--- config.mk ---
export PLATFORM = sky130hd
export DESIGN_NAME = hazard_ctrl
export DESIGN_NICKNAME = d
export VERILOG_FILES = /design/src/rtl/hazard_ctrl.sv
export SDC_FILE = /design/constraint.sdc
export NUM_CORES = 1
export LEC_CHECK = 0
export ABC_AREA = 1
export CORE_MARGIN = 2
export CORE_UTILIZATION = 53
export CTS_CLUSTER_DIAMETER = 150
export DETAILED_ROUTE_END_ITERATION = 12
export GPL_ROUTABILITY_DRIVEN = 0
export HOLD_SLACK_MARGIN = 0.03
export PLACE_DENSITY = 0.81
export SLEW_MARGIN = 0
export SYNTH_ARGS = -nofsm -noshare
export SYNTH_HDL_FRONTEND = slang
export SYNTH_SLANG_ARGS = --single-unit
export TNS_END_PERCENT = 100
--- constraint.sdc ---
create_clock -name clk -period 1.9 [get_ports clk]
set_input_delay 0.38 -clock clk [delete_from_list [all_inputs] [get_ports clk]]
set_output_delay 0.38 -clock clk [all_outputs]
set_load 0.01 [all_outputs]
--- src/rtl/hazard_ctrl.sv ---
// hazard_ctrl: pipeline stall controller for the five-stage MIPS core.
// Merges load-use, multi-cycle EX and MEM-wait stall causes into a per-stage
// hold vector. It also registers the active cause, runs a per-cause watchdog
// and keeps a saturating count of stalled cycles for debug.
//
// MEM handshake: mem_req_i high means an access is outstanding. The access
// completes in the cycle where mem_ack_i is also high. Only req without ack
// stalls, so req & ack together is a zero-wait access.
module hazard_ctrl #(
    parameter int STALL_TIMEOUT = 64,
    parameter int CNT_W         = 32
) (
    input  logic             clk,
    input  logic             rst,
    input  logic             id_reg1_read_i,
    input  logic [4:0]       id_reg1_addr_i,
    input  logic             id_reg2_read_i,
    input  logic [4:0]       id_reg2_addr_i,
    input  logic             ex_is_load_i,
    input  logic             ex_wreg_i,
    input  logic [4:0]       ex_wd_i,
    input  logic             ex_busy_i,
    input  logic             mem_req_i,
    input  logic             mem_ack_i,
    input  logic             cnt_clr_i,
    output logic [5:0]       stall_o,
    output logic [1:0]       state_o,
    output logic             err_timeout_o,
    output logic [CNT_W-1:0] stall_cycles_o
);

    typedef enum logic [1:0] {
        ST_RUN       = 2'd0,
        ST_LOAD_USE  = 2'd1,
        ST_EX_WAIT   = 2'd2,
        ST_MEM_WAIT  = 2'd3
    } state_t;

    localparam logic [15:0]      TIMEOUT_LAST = 16'(STALL_TIMEOUT - 1);
    localparam logic [15:0]      WAIT_MAX     = 16'hFFFF;
    localparam logic [CNT_W-1:0] CNT_MAX      = '1;

    state_t           state_q;
    state_t           next_state;
    logic             lu;
    logic             mw;
    logic             xw;
    logic [5:0]       stall_raw;
    logic [15:0]      wait_cnt;
    logic             err_q;
    logic [CNT_W-1:0] cnt_q;

    // Raw stall causes. $0 is hardwired to zero, so it never creates a dependency.
    always_comb begin
        lu = ex_is_load_i & ex_wreg_i & (ex_wd_i != 5'd0) &
             ((id_reg1_read_i & (id_reg1_addr_i == ex_wd_i)) |
              (id_reg2_read_i & (id_reg2_addr_i == ex_wd_i)));
        mw = mem_req_i & ~mem_ack_i;
        xw = ex_busy_i;
    end

    // Prioritised cause selection (MEM > EX > LOAD_USE) and hold vector per cause.
    always_comb begin
        next_state = ST_RUN;
        stall_raw  = 6'b000000;
        if (mw) begin
            next_state = ST_MEM_WAIT;
            stall_raw  = 6'b011111;
        end else if (xw) begin
            next_state = ST_EX_WAIT;
            stall_raw  = 6'b001111;
        end else if (lu) begin
            next_state = ST_LOAD_USE;
            stall_raw  = 6'b000111;
        end
    end

    // Reset masks the hold vector immediately, without waiting for a clock edge.
    assign stall_o        = rst ? 6'b000000 : stall_raw;
    assign state_o        = state_q;
    assign err_timeout_o  = err_q;
    assign stall_cycles_o = cnt_q;

    // Registered cause. It may jump directly between any two causes.
    always_ff @(posedge clk or posedge rst) begin
        if (rst) begin
            state_q <= ST_RUN;
        end else begin
            state_q <= next_state;
        end
    end

    // Watchdog run-length counter. It restarts at 1 on a new cause and at 0 on RUN.
    always_ff @(posedge clk or posedge rst) begin
        if (rst) begin
            wait_cnt <= 16'd0;
        end else if ((next_state == ST_RUN) || (next_state != state_q)) begin
            wait_cnt <= (next_state != ST_RUN) ? 16'd1 : 16'd0;
        end else if (wait_cnt != WAIT_MAX) begin
            wait_cnt <= wait_cnt + 16'd1;
        end
    end

    // Sticky timeout flag. It does not release the stall, which is left to the core.
    always_ff @(posedge clk or posedge rst) begin
        if (rst) begin
            err_q <= 1'b0;
        end else if ((wait_cnt == TIMEOUT_LAST) && (next_state == state_q) &&
                     (next_state != ST_RUN)) begin
            err_q <= 1'b1;
        end
    end

    // Saturating stalled-cycle counter. The clear input wins over counting.
    always_ff @(posedge clk or posedge rst) begin
        if (rst) begin
            cnt_q <= '0;
        end else if (cnt_clr_i) begin
            cnt_q <= '0;
        end else if ((stall_raw != 6'b000000) && (cnt_q != CNT_MAX)) begin
            cnt_q <= cnt_q + 1'b1;
        end
    end

endmodule

After elaboration in Yosys (flattened, before gate mapping)
Cells that the tools add are included.
{"block": "totals", "reg_bits": 51, "inputBits": 25, "out_inout_bits": 41, "wordCells": 43}
{"block": "classes", "addsub": 2, "eq_ne": 7, "muxes": 12, "n_bitwise": 8, "n_reduce_logical": 10}
{"op": "$mux W32", "n": 2}
{"op": "$add A32 B1 Y32 const B", "n": 1}
{"op": "$mux W16", "n": 2}
{"op": "$ne A32 B32 Y1 const B", "n": 1}
{"op": "$add A16 B1 Y16 const B", "n": 1}
{"op": "$eq A16 B6 Y1 const B", "n": 1}
{"op": "$ne A16 B16 Y1 const B", "n": 1}
{"op": "$eq A5 B5 Y1", "n": 2}
{"op": "$and A1 B1 Y1", "n": 6}
{"op": "$mux W6", "n": 1}
{"op": "$reduce_bool A2 Y1", "n": 3}
{"op": "$reduce_bool A6 Y1", "n": 1}
{"op": "$mux W5", "n": 1}
{"op": "$reduce_bool A5 Y1", "n": 1}
{"op": "$mux W2", "n": 2}
{"op": "$mux W4", "n": 1}
{"op": "$logic_and A1 B1 Y1", "n": 3}
{"op": "$mux W3", "n": 1}
{"op": "$eq A2 B2 Y1", "n": 1}
{"op": "$logic_not A2 Y1", "n": 1}
{"op": "$mux W1", "n": 2}
{"op": "$ne A2 B2 Y1", "n": 1}
{"op": "$logic_or A1 B1 Y1", "n": 1}
{"op": "$not A1 Y1", "n": 1}
{"op": "$or A1 B1 Y1", "n": 1}

Depth between registers and ports, before layout
{"block": "depth", "depth_word": 11, "mapped_depth": 14, "ltp_nobuf": 13}

Least setup slack after synthesis
OpenSTA, ideal clock, no wires.
{"block": "synth_path", "path_kind": "register to register", "from": "register cnt_q[0] (netlist: stall_cycles_o[0])", "to": "register cnt_q[18] (netlist: stall_cycles_o[18])", "setup_ns": 0.121, "t_arrival_ns": 1.674, "t_required_ns": 1.779, "slack_ns": 0.105, "stages_incl_launch_ff": 12, "n_path_buf": 1, "synth_period_minus_slack_ns": 1.795, "path_cell_list": "dfrtp_1 > ha_1 > nand3_1 > inv_2 > nand2_2 > nor2_4 > nand2_2 > nand2_4 > nand2_8 > clkinv_8 > buf_8 > o21ai_1"}
{"block": "synth_via", "elab_chain_len": 3, "word_cells_on_any_way": 6, "classes_between": "add/sub (1); eq/ne (1); mux (2); reduce/logical (2)"}
{"item": "start: declaration", "line_no": "51", "source": "logic [CNT_W-1:0] cnt_q;"}
{"item": "start signal: assignment", "line_no": "121", "source": "cnt_q <= cnt_q + 1'b1;"}
{"item": "$add A32 B1 Y32 / $ne A32 B32 Y1 (equally long branches)", "line_no": "121, 120"}
{"item": "$mux W32 / $logic_and A1 B1 Y1 (equally long branches)", "line_no": "120", "source": "end else if ((stall_raw != 6'b000000) && (cnt_q != CNT_MAX)) begin"}
{"item": "$mux W32 / $reduce_bool A2 Y1 (equally long branches)"}
Several ways; a longest one is shown, not always the timed one. The select of a mux whose other input is x is not followed.
A chain may end at the register's enable or synchronous reset.

Worst setup path in the final report
{"block": "layout_path", "from": "register cnt_q[7] (netlist: stall_cycles_o[7])", "to": "register cnt_q[11] (netlist: stall_cycles_o[11])"}
The elaborated chain is that of the path after synthesis.

==> flow_summary.yaml <==
outcome:
  status: "completed"
yosys:
  synthTopCellsByArea: "dfrtp_1 35%, nand2_1 15%, nor2_1 8.0%, nand3_1 7.1%, xor2_1 5.1%"
  async_reset_ff_share_pct: 100
  synth_fp_nets: 543
  synth_warnings: 0
  synth_cell_types: 33
  ys_seq_elements: 51
  yosysMostFrequentCell: "nand2_1"
  netlist_top_cells_count: "146 x nand2_1, 77 x nor2_1, 51 x dfrtp_1, 51 x nand3_1, 45 x inv_1"
  synthFlopType: "dfrtp_1"
  yosysTopAreaCell: "dfrtp_1"
  synth_top_area_share_pct: 35.4
  synth_area_um2: 3600
  synth_edf_count: 0
  syn_area_per_cell_um2: 6.98
  synth_cells: 516
  ys_seq_area_share_pct: 35.4
grt:
  grt_max_degree: 36
  grt.overflow.total: 0
  grt_pass1_wl_um: 16400
  antenna_found_initial: 0
  track_usage_pct: 27.1
  grt_pass1_vias: 3726
setup_path:
  cp_max_fo: 5
  arrival_ns: 2.03
  crit_required_ns: 2.10
  worst-setup-path-type: "register to register"
  cp-end-kind: "register"
  startpoint_type: "register"
  r2r-start: "stall_cycles_o[7]"
  critical_path.startpoint: "stall_cycles_o[7]"
sta:
  post-route-period-util_pct: 96.1
  layout_setup_ws_ns: 0.0738
  drv_slew: 0
  fin_crit_ns: 1.83
  hold_viol: 0
  setup_violations: 0
  clock.fmax_ghz: 0.548
  clock_skew_ns: 0.0107
  tns_ns: 0
  fin_hold_ws_ns: 0.488
route:
  drt-initial-drc-count: 228
  drt-wirelength-per-cell_um: 14.9
  dr.pass1.iters: 5
  drc: 0
  drtAntennaViolNets: 0
  vias: 3829
  drt_wl_total_um: 10400
  vias_per_cell: 5.48
power:
  ir_drop_uv: 311
  p_per_area_nw_per_um2: 478
  leakage_nw: 2.15
floorplan:
  initial_utilization_pct: 53.9
  die_h_um: 86.4
  io_pins: 66
  die_w_um: 86.4
  core_area_um2: 6680
  die_area_um2: 7470
  num_rows: 30
layout:
  area_growth_syn_to_layout_pct: 33.3
  nNetsFinal: 645
  multi_input_area_um2: 2050
  finalNonFillerCells: 699
  ff_latch_area_um2: 1280
  fillers: 537
  drive_gt1_share_pct: 21.5
  antenna_cells: 0
  design_area_um2: 4800
clock_tree:
  clock_sinks: 51
  clkLatencyLatePin_ns: 0.31
  ctsHtreeMaxLevel: 2
  cts_buffers: 5
  clkTransAtPathRegs_ns: 0.10
  cts_tree: "done"
  clockBufferDepth: 2
  cts_root_buffer: "clkbuf_8"
hold_path:
  hp-class: "register to register"
  hold_start: "err_timeout_o"
flow_run:
  cap_violations: 0
placed_design:
  dp_cells: 679
  port_buffers: 64
  pre_cts_ws_ns: -0.693
  post-dp-hpwl_um: 7410
  place_area_um2: 4500
-- stage by stage --
step / total power [mW] / utilization, %
after global placement: 1.45 / 67.3
after global routing: 2.37 / 71.9
after floorplan: 1.30 / -
after detailed placement: 1.46 / 67.3
after CTS: 2.24 / 68.7
final: 2.30 / 71.9
-- registers in the layout (all words and copies together), names as in the netlist --
register and flops:
err_timeout_o 1, stall_cycles_o 32, state_o 2, wait_cnt 16
-- critical path, cell delays in order, from the launching register on --
cell	delay [ns]
dfrtp_1	0.44
nand2_1	0.14
nor3_1	0.26
nand2_1	0.14
nor2_1	0.34
xor2_1	0.18
nor2_1	0.07
nand2_1	0.08
o21ai_1	0.06
-- cell usage in the layout, fill, tap and decap left out, drive strengths merged --
| cell | n |
|---|---|
| nand2 | 162 |
| nor2 | 83 |
| inv | 59 |
| nand3 | 55 |
| dfrtp | 51 |
| buf | 44 |
| clkdlybuf4s50 | 42 |
| o21ai | 31 |
| xor2 | 21 |
| nor3 | 20 |
| dlygate4sd2 | 11 |
| nand4 | 9 |
| clkbuf | 9 |
| a21o | 7 |
| clkdlybuf4s15 | 4 |
| or2 | 2 |
| clkinv | 2 |
| ha | 2 |
| mux2i | 1 |
| a21oi | 1 |
| nor4b | 1 |
| conb | 1 |
| bufinv | 1 |
-- cells by family after synthesis --
logic type                 share of synthesized area (%)
xor gates and xnor gates                            5.11
AOI/OAI and AO/OA                                   7.05
muxes                                              0.278
DFF                                                 35.4
adders and majority gates                          0.695
other                                              0.104
and+or+nand+nor                                     41.8
buffers and inverters                               9.52
-- worst paths after layout --
path                                       to  depth (start not counted)  slack, ns
hold / removal                  err_timeout_o                          2       0.49
min in group asynchronous  stall_cycles_o[11]                          4       0.69
max in group asynchronous  stall_cycles_o[24]                          5       0.78
hold reg to reg                 err_timeout_o                          2       0.49
setup reg to reg           stall_cycles_o[11]                          8       0.07
setup / recovery           stall_cycles_o[11]                          8       0.07
-- final cells by class --
cell class	count	share of cell area (%)
Inverter	57	5.00
Multi-Input combinational cell	396	42.7
Clock inverter	2	0.730
Sequential cell	51	26.6
Timing Repair inverter	3	0.808
Timing Repair Buffer	104	20.4
Clock buffer	6	1.72
Tap cell	80	2.08
-- power by group --
part           leakage, nW  internal [mW]  switching (mW)
clock               0.0612          0.427           0.381
sequential           0.697           1.10          0.0136
combinational         1.40          0.173           0.202
-- repair_timing --
item,CTS,global route
endpoints found under the setup margin,25,50
buffers inserted,1,8
pin swaps,10,8
hold buffers,0,0
endpoints found under the hold margin,0,0
resized for setup,37,37
cloned,0,3
-- routing by layer --
layer	vias up	part of all wire (%)	GRT usage (%)
met5	-	0	0
met4	0	3.4	8.66
met3	46	5.9	4.38
met2	178	53	50.1
met1	1760	38	31.9
li1	1845	-	-
Power figures use the tool's default switching activity.
